<file path="src/rtl/prog_frame_loader.sv">
// rtl/prog_frame_loader.sv - UART frame parser feeding a timed external-memory write engine
// Frames: A5, ADR0..2, LEN0..1, N data bytes, CSUM; one-byte holding register between parser and engine.
module prog_frame_loader #(
  parameter int WR_CYCLES = 4,
  parameter int TIMEOUT   = 65535
) (
  input  logic        clk,
  input  logic        n_reset,
  input  logic [7:0]  rx_data,
  input  logic        rx_valid,
  output logic [20:0] adr,
  output logic [7:0]  data,
  output logic        write,
  output logic        busy,
  output logic        done,
  output logic [1:0]  err
);

  typedef enum logic [2:0] {
    P_IDLE, P_ADR0, P_ADR1, P_ADR2, P_LEN0, P_LEN1, P_DATA, P_CSUM
  } pstate_t;

  typedef enum logic [1:0] {
    E_IDLE, E_SETUP, E_PULSE, E_HOLD
  } estate_t;

  localparam logic [7:0]  SYNC        = 8'hA5;
  localparam logic [1:0]  ERR_NONE    = 2'd0;
  localparam logic [1:0]  ERR_CSUM    = 2'd1;
  localparam logic [1:0]  ERR_OVERRUN = 2'd2;
  localparam logic [1:0]  ERR_TIMEOUT = 2'd3;
  localparam logic [3:0]  WR_LAST     = 4'(WR_CYCLES - 1);
  localparam logic [19:0] TO_LAST     = 20'(TIMEOUT - 1);

  pstate_t     p_state, p_next;
  estate_t     e_state, e_next;

  logic [7:0]  sum, sum_next;
  logic [7:0]  adr_lo, adr_mid, len_lo, hold_data;
  logic [15:0] len, data_cnt;
  logic [19:0] idle_cnt;
  logic [3:0]  pulse_cnt;
  logic        hold_full, csum_seen;
  logic        rx_take, accept, consume, eng_free, timed_out;
  logic        err_set, done_set;
  logic [1:0]  err_code;

  assign sum_next  = sum + rx_data;
  // Once a good CSUM is seen, further bytes are ignored until done is issued.
  assign rx_take   = rx_valid && !csum_seen;
  assign accept    = rx_take && (p_state == P_DATA) && !hold_full;
  assign eng_free  = (e_state == E_IDLE) && !hold_full;
  assign timed_out = (p_state != P_IDLE) && !csum_seen && !rx_valid && (idle_cnt == TO_LAST);
  assign consume   = hold_full && (e_next == E_SETUP);

  assign write = (e_state == E_PULSE);
  assign busy  = (p_state != P_IDLE) || (e_state != E_IDLE) || hold_full;

  always_comb begin
    p_next   = p_state;
    err_set  = 1'b0;
    err_code = ERR_NONE;
    done_set = 1'b0;
    if (timed_out) begin
      p_next   = P_IDLE;
      err_set  = 1'b1;
      err_code = ERR_TIMEOUT;
    end else if (csum_seen) begin
      if (eng_free) begin
        p_next   = P_IDLE;
        done_set = 1'b1;
      end
    end else if (rx_valid) begin
      case (p_state)
        P_IDLE: if (rx_data == SYNC) p_next = P_ADR0;
        P_ADR0: p_next = P_ADR1;
        P_ADR1: p_next = P_ADR2;
        P_ADR2: p_next = P_LEN0;
        P_LEN0: p_next = P_LEN1;
        P_LEN1: p_next = ({rx_data, len_lo} == 16'd0) ? P_CSUM : P_DATA;
        P_DATA: begin
          if (hold_full) begin
            p_next   = P_IDLE;
            err_set  = 1'b1;
            err_code = ERR_OVERRUN;
          end else if (data_cnt + 16'd1 == len) begin
            p_next = P_CSUM;
          end
        end
        P_CSUM: begin
          if (sum_next != 8'h00) begin
            p_next   = P_IDLE;
            err_set  = 1'b1;
            err_code = ERR_CSUM;
          end
        end
        default: p_next = P_IDLE;
      endcase
    end
  end

  always_comb begin
    e_next = e_state;
    case (e_state)
      E_IDLE:  if (hold_full) e_next = E_SETUP;
      E_SETUP: e_next = E_PULSE;
      E_PULSE: if (pulse_cnt == WR_LAST) e_next = E_HOLD;
      E_HOLD:  e_next = hold_full ? E_SETUP : E_IDLE;
      default: e_next = E_IDLE;
    endcase
  end

  always_ff @(posedge clk) begin
    if (!n_reset) begin
      p_state   <= P_IDLE;
      e_state   <= E_IDLE;
      adr       <= '0;
      data      <= '0;
      done      <= 1'b0;
      err       <= ERR_NONE;
      sum       <= '0;
      idle_cnt  <= '0;
      adr_lo    <= '0;
      adr_mid   <= '0;
      len_lo    <= '0;
      len       <= '0;
      data_cnt  <= '0;
      hold_data <= '0;
      hold_full <= 1'b0;
      csum_seen <= 1'b0;
      pulse_cnt <= '0;
    end else begin
      p_state <= p_next;
      e_state <= e_next;
      done    <= done_set;

      if (rx_valid || (p_state == P_IDLE) || csum_seen || timed_out)
        idle_cnt <= '0;
      else
        idle_cnt <= idle_cnt + 20'd1;

      if (rx_take && (p_state == P_IDLE) && (rx_data == SYNC))
        err <= ERR_NONE;
      else if (err_set && (err == ERR_NONE))
        err <= err_code;

      if (p_next == P_IDLE)
        csum_seen <= 1'b0;
      else if (rx_take && (p_state == P_CSUM))
        csum_seen <= 1'b1;

      if (e_state == E_PULSE)
        pulse_cnt <= pulse_cnt + 4'd1;
      else
        pulse_cnt <= '0;

      if (consume) begin
        data      <= hold_data;
        hold_full <= 1'b0;
      end
      if (accept) begin
        hold_data <= rx_data;
        hold_full <= 1'b1;
        data_cnt  <= data_cnt + 16'd1;
      end

      if (e_state == E_HOLD)
        adr <= adr + 21'd1;

      if (rx_take) begin
        case (p_state)
          P_IDLE: if (rx_data == SYNC) sum <= '0;
          P_ADR0: begin adr_lo <= rx_data; sum <= sum_next; end
          P_ADR1: begin adr_mid <= rx_data; sum <= sum_next; end
          P_ADR2: begin adr <= {rx_data[4:0], adr_mid, adr_lo}; sum <= sum_next; end
          P_LEN0: begin len_lo <= rx_data; sum <= sum_next; end
          P_LEN1: begin len <= {rx_data, len_lo}; data_cnt <= '0; sum <= sum_next; end
          P_DATA: sum <= sum_next;
          P_CSUM: sum <= sum_next;
          default: sum <= sum;
        endcase
      end
    end
  end

endmodule

</file>
<file path="config.mk">
export PLATFORM = sky130hd
export DESIGN_NAME = prog_frame_loader
export DESIGN_NICKNAME = d
export VERILOG_FILES = /design/src/rtl/prog_frame_loader.sv
export SDC_FILE = /design/constraint.sdc
export NUM_CORES = 1
export LEC_CHECK = 0
export BUFFER_PORTS_ARGS = -buffer_cell sky130_fd_sc_hd__buf_2
export CAP_MARGIN = 15
export CORE_MARGIN = 3
export CORE_UTILIZATION = 40
export CTS_CLUSTER_DIAMETER = 150
export DETAILED_ROUTE_END_ITERATION = 8
export SYNTH_ARGS = -nofsm -noshare
export SYNTH_HDL_FRONTEND = slang
export SYNTH_SLANG_ARGS = --single-unit
</file>
<file path="constraint.sdc">
create_clock -name clk -period 2.72 [get_ports clk]
set_clock_uncertainty 0.2 [all_clocks]
set_input_delay 0.408 -clock clk [delete_from_list [all_inputs] [get_ports clk]]
set_output_delay 0.408 -clock clk [all_outputs]
set_load 0.01 [all_outputs]
</file>
==> out/results.txt <==
GPL Wtd Cong: 0.877
largest family of logic cells by synthesized area: simple AND/OR/NAND/NOR gates
commonest non-fill, non-tap cell in the layout: dfxtp_1
status: completed
Post-Synthesis Mean Instance Area: 8.36 sq um
final setup TNS: 0 ns
WP data arrival: 2.81 ns
Worst Path Required: 2.89 ns
Starting DRT DRC Count: 303
filler instances: 1452
post-synthesis cell area: 0.00648 sq mm
Max Freq: 0.379 GHz
Remaining Overflow, GRT: 0
drt pass-1 iters: 5
synth-to-layout area growth: 20.4%
worst-path cell chain: ha_4 > inv_2 > fa_2 > nand2b_4 > a21oi_4 > o311ai_4 > nor4_2 > nand3_1 > o31ai_2 > o31a_1
CP Capture Type: flip-flop
max incr delay on CP: 0.36 ns
clock sink total: 135
DR vias/cell: 5.32
Root Buffer: clkbuf_16
CTS Buffer Depth: 2
initial antenna violation count: 0
layout cells sized above 1: 16.3%
core area: 0.0155 sq mm
critical path's slowest cell: fa_2
P per Cell Area: 586 mW/mm^2
vias in the first global route: 5387
commonest non-fill, non-tap cells in the layout: dfxtp_1 (133), nor2_1 (122), nand2_1 (89), a21oi_1 (53)
post-synth net total: 803
Compound-Gate Fraction of Synth Area: 12.0%
Yosys warnings: 0
ys async rst share: 0%
Port Buffers: 44
Worst VDD drop: 0.482 mV
filler-free cell count of the finished design: 1059
Seq/Total Area, Yosys: 41.7%
flops & latches, synth: 135
adder-cell share of the synthesized area: 3.40%
DRT Wirelength: 16200 microns
Cells after Synth: 775
WHS: 0.185 ns
Crit Path Category: flip-flop to flip-flop
largest net degree at the start of global routing: 53
fin. max-slew vios: 0
simple-gate area share of the yosys netlist: 24.5%
post-layout power: 0.00457 W
H-Tree Level Count: 4
std cell rows: 45
Synth Flop Type: dfxtp_1
number of max-cap violations: 0
first-pass GRT wire length: 26700 microns
worst relative slew slack: 50.5%
Ant. Diodes: 0
critical path startpoint category: flip-flop
post-detailed-route wirelength per cell: 15.3 microns
Lkg Pwr: 3.18 nW
CTS Buf Count: 17
Worst Hold Class: primary input to flip-flop
period utilisation layout: 97.1%
worst slew pin tran: 0.740 ns
io pins: 45
Worst-path clk slew: 0.06 ns
Yosys cell types: 58
Crit Path Max Fanout: 3
CTS tree: built
Die ar.: 0.0178 sq mm
# nets final: 863
clk_lat worst skew: 0.42 ns
RSZ-0062 raised after global routing: true
WP buf/inv: 1
Placed Cells: 1025
cell area after layout: 0.00780 sq mm
DRC viols: 0
xor/xnor cell area share of the yosys netlist: 10.0%
# hold bufs at CTS: 0
Antenna Nets Post-Route: 0
post-synthesis mux area share: 4.64%
min Tclk post-route: 2.64 ns
number of synthesized flops with an enable pin: 0
Cell Area, Placed: 0.00707 sq mm
DR vias: 5629
die width: 133 microns
top cell family by delay on the critical path: compound AO/OA/AOI/OAI gates
initial core utilization: 41.7%
Setup violations, final: 0
GRT Resource Usage Total: 18.3%
final count of hold timing violations: 0
Post-DP HPWL: 11700 microns
chip height: 133 microns
-- power by group --
part / internal [W] / switching, W
clock network: 0.00141 / 0.00101
logic: 0.0000549 / 0.000109
registers: 0.00198 / 0.00000303
-- worst register-to-register path, stage by stage, from the launching register on --
cell,delay [ns]
dfxtp_2,0.35
ha_4,0.14
inv_2,0.04
fa_2,0.36
nand2b_4,0.18
a21oi_4,0.18
o311ai_4,0.10
nor4_2,0.36
nand3_1,0.19
o31ai_2,0.32
o31a_1,0.17
-- final timing paths --
check	from	endpoint	slack (ns)	cells past startpoint
max	sum[0]$_SDFFE_PN0P_	csum_seen$_SDFFE_PP0P_	0.08	10
min	n_reset	hold_full$_SDFFE_PN0P_	0.18	2
max reg2reg	sum[0]$_SDFFE_PN0P_	csum_seen$_SDFFE_PP0P_	0.08	10
min reg2reg	pulse_cnt[0]$_SDFF_PN0_	pulse_cnt[0]$_SDFF_PN0_	0.25	1
-- area by class of cell --
type,count,area [sq um],share of cell area (%)
timing repair buffer,83,526,6.74
inverter,16,60.1,0.770
multi-input combinational,582,3620,46.4
tap,211,264,3.39
clock inverter,15,200,2.57
sequential,135,2710,34.7
clock buffer,17,425,5.46
-- per-stage QoR --
stage	utilization [%]	worst slack [ns]
2_1_floorplan	-	0.252
5_1_grt	50.2	-0.00126
3_5_place_dp	45.5	-0.186
3_3_place_gp	45.5	-0.0842
6_report	50.2	0.0785
4_1_cts	49.6	0.0739
-- repair_timing --
item / CTS / global route
pin swaps: 0 / 8
cloned: 0 / 0
hold endpoints to repair: 0 / 0
buffers inserted: 0 / 2
gates resized for setup: 1 / 18
endpoints found under the setup margin: 2 / 5
-- kinds of logic after synthesis --
logic type,count (synthesis)
AOI/OAI and AO/OA,124
buffers and inverters,58
adders and majority gates,17
muxes,30
DFF,135
and+or+nand+nor,337
xor gates and xnor gates,74
-- layer usage --
metal	vias up	track usage (%)	share of wire (%)
met2	120	31.3	50
li1	2809	-	-
met5	-	0	0
met3	18	4.68	4.3
met4	0	5.71	1.3
met1	2682	22.8	45
-- Yosys cell counts, drive strengths merged, types with 7 or more instances --
| library cell | number | area share (%) |
|---|---|---|
| xor2 | 44 | 6.0 |
| dfxtp | 135 | 42 |
| mux2i | 30 | 4.6 |
| a211oi | 23 | 2.7 |
| xnor2 | 30 | 4.1 |
| ha | 16 | 3.1 |
| and4 | 8 | 1.1 |
| nand4 | 21 | 2.0 |
| a21oi | 55 | 4.3 |
| and3 | 11 | 1.1 |
| nand2 | 90 | 5.3 |
| nor3 | 15 | 1.2 |
| buf | 8 | 0.75 |
| clkbuf | 34 | 2.0 |
| nand3 | 23 | 1.8 |
| inv | 15 | 0.87 |
| o21ai | 17 | 1.3 |
| nor2 | 122 | 7.1 |
| nor2b | 10 | 0.97 |
| or3 | 7 | 0.68 |
-- flip-flops by register name, summed over array words and instances, names as in the netlist --
| signal | count |
|---|---|
| adr | 21 |
| adr_lo | 8 |
| adr_mid | 8 |
| csum_seen | 1 |
| data | 8 |
| data_cnt | 16 |
| done | 1 |
| e_state | 2 |
| err | 2 |
| hold_data | 8 |
| hold_full | 1 |
| idle_cnt | 20 |
| len | 16 |
| len_lo | 8 |
| p_state | 3 |
| pulse_cnt | 4 |
| sum | 8 |
No activity file was read; power rests on OpenSTA's default activity.
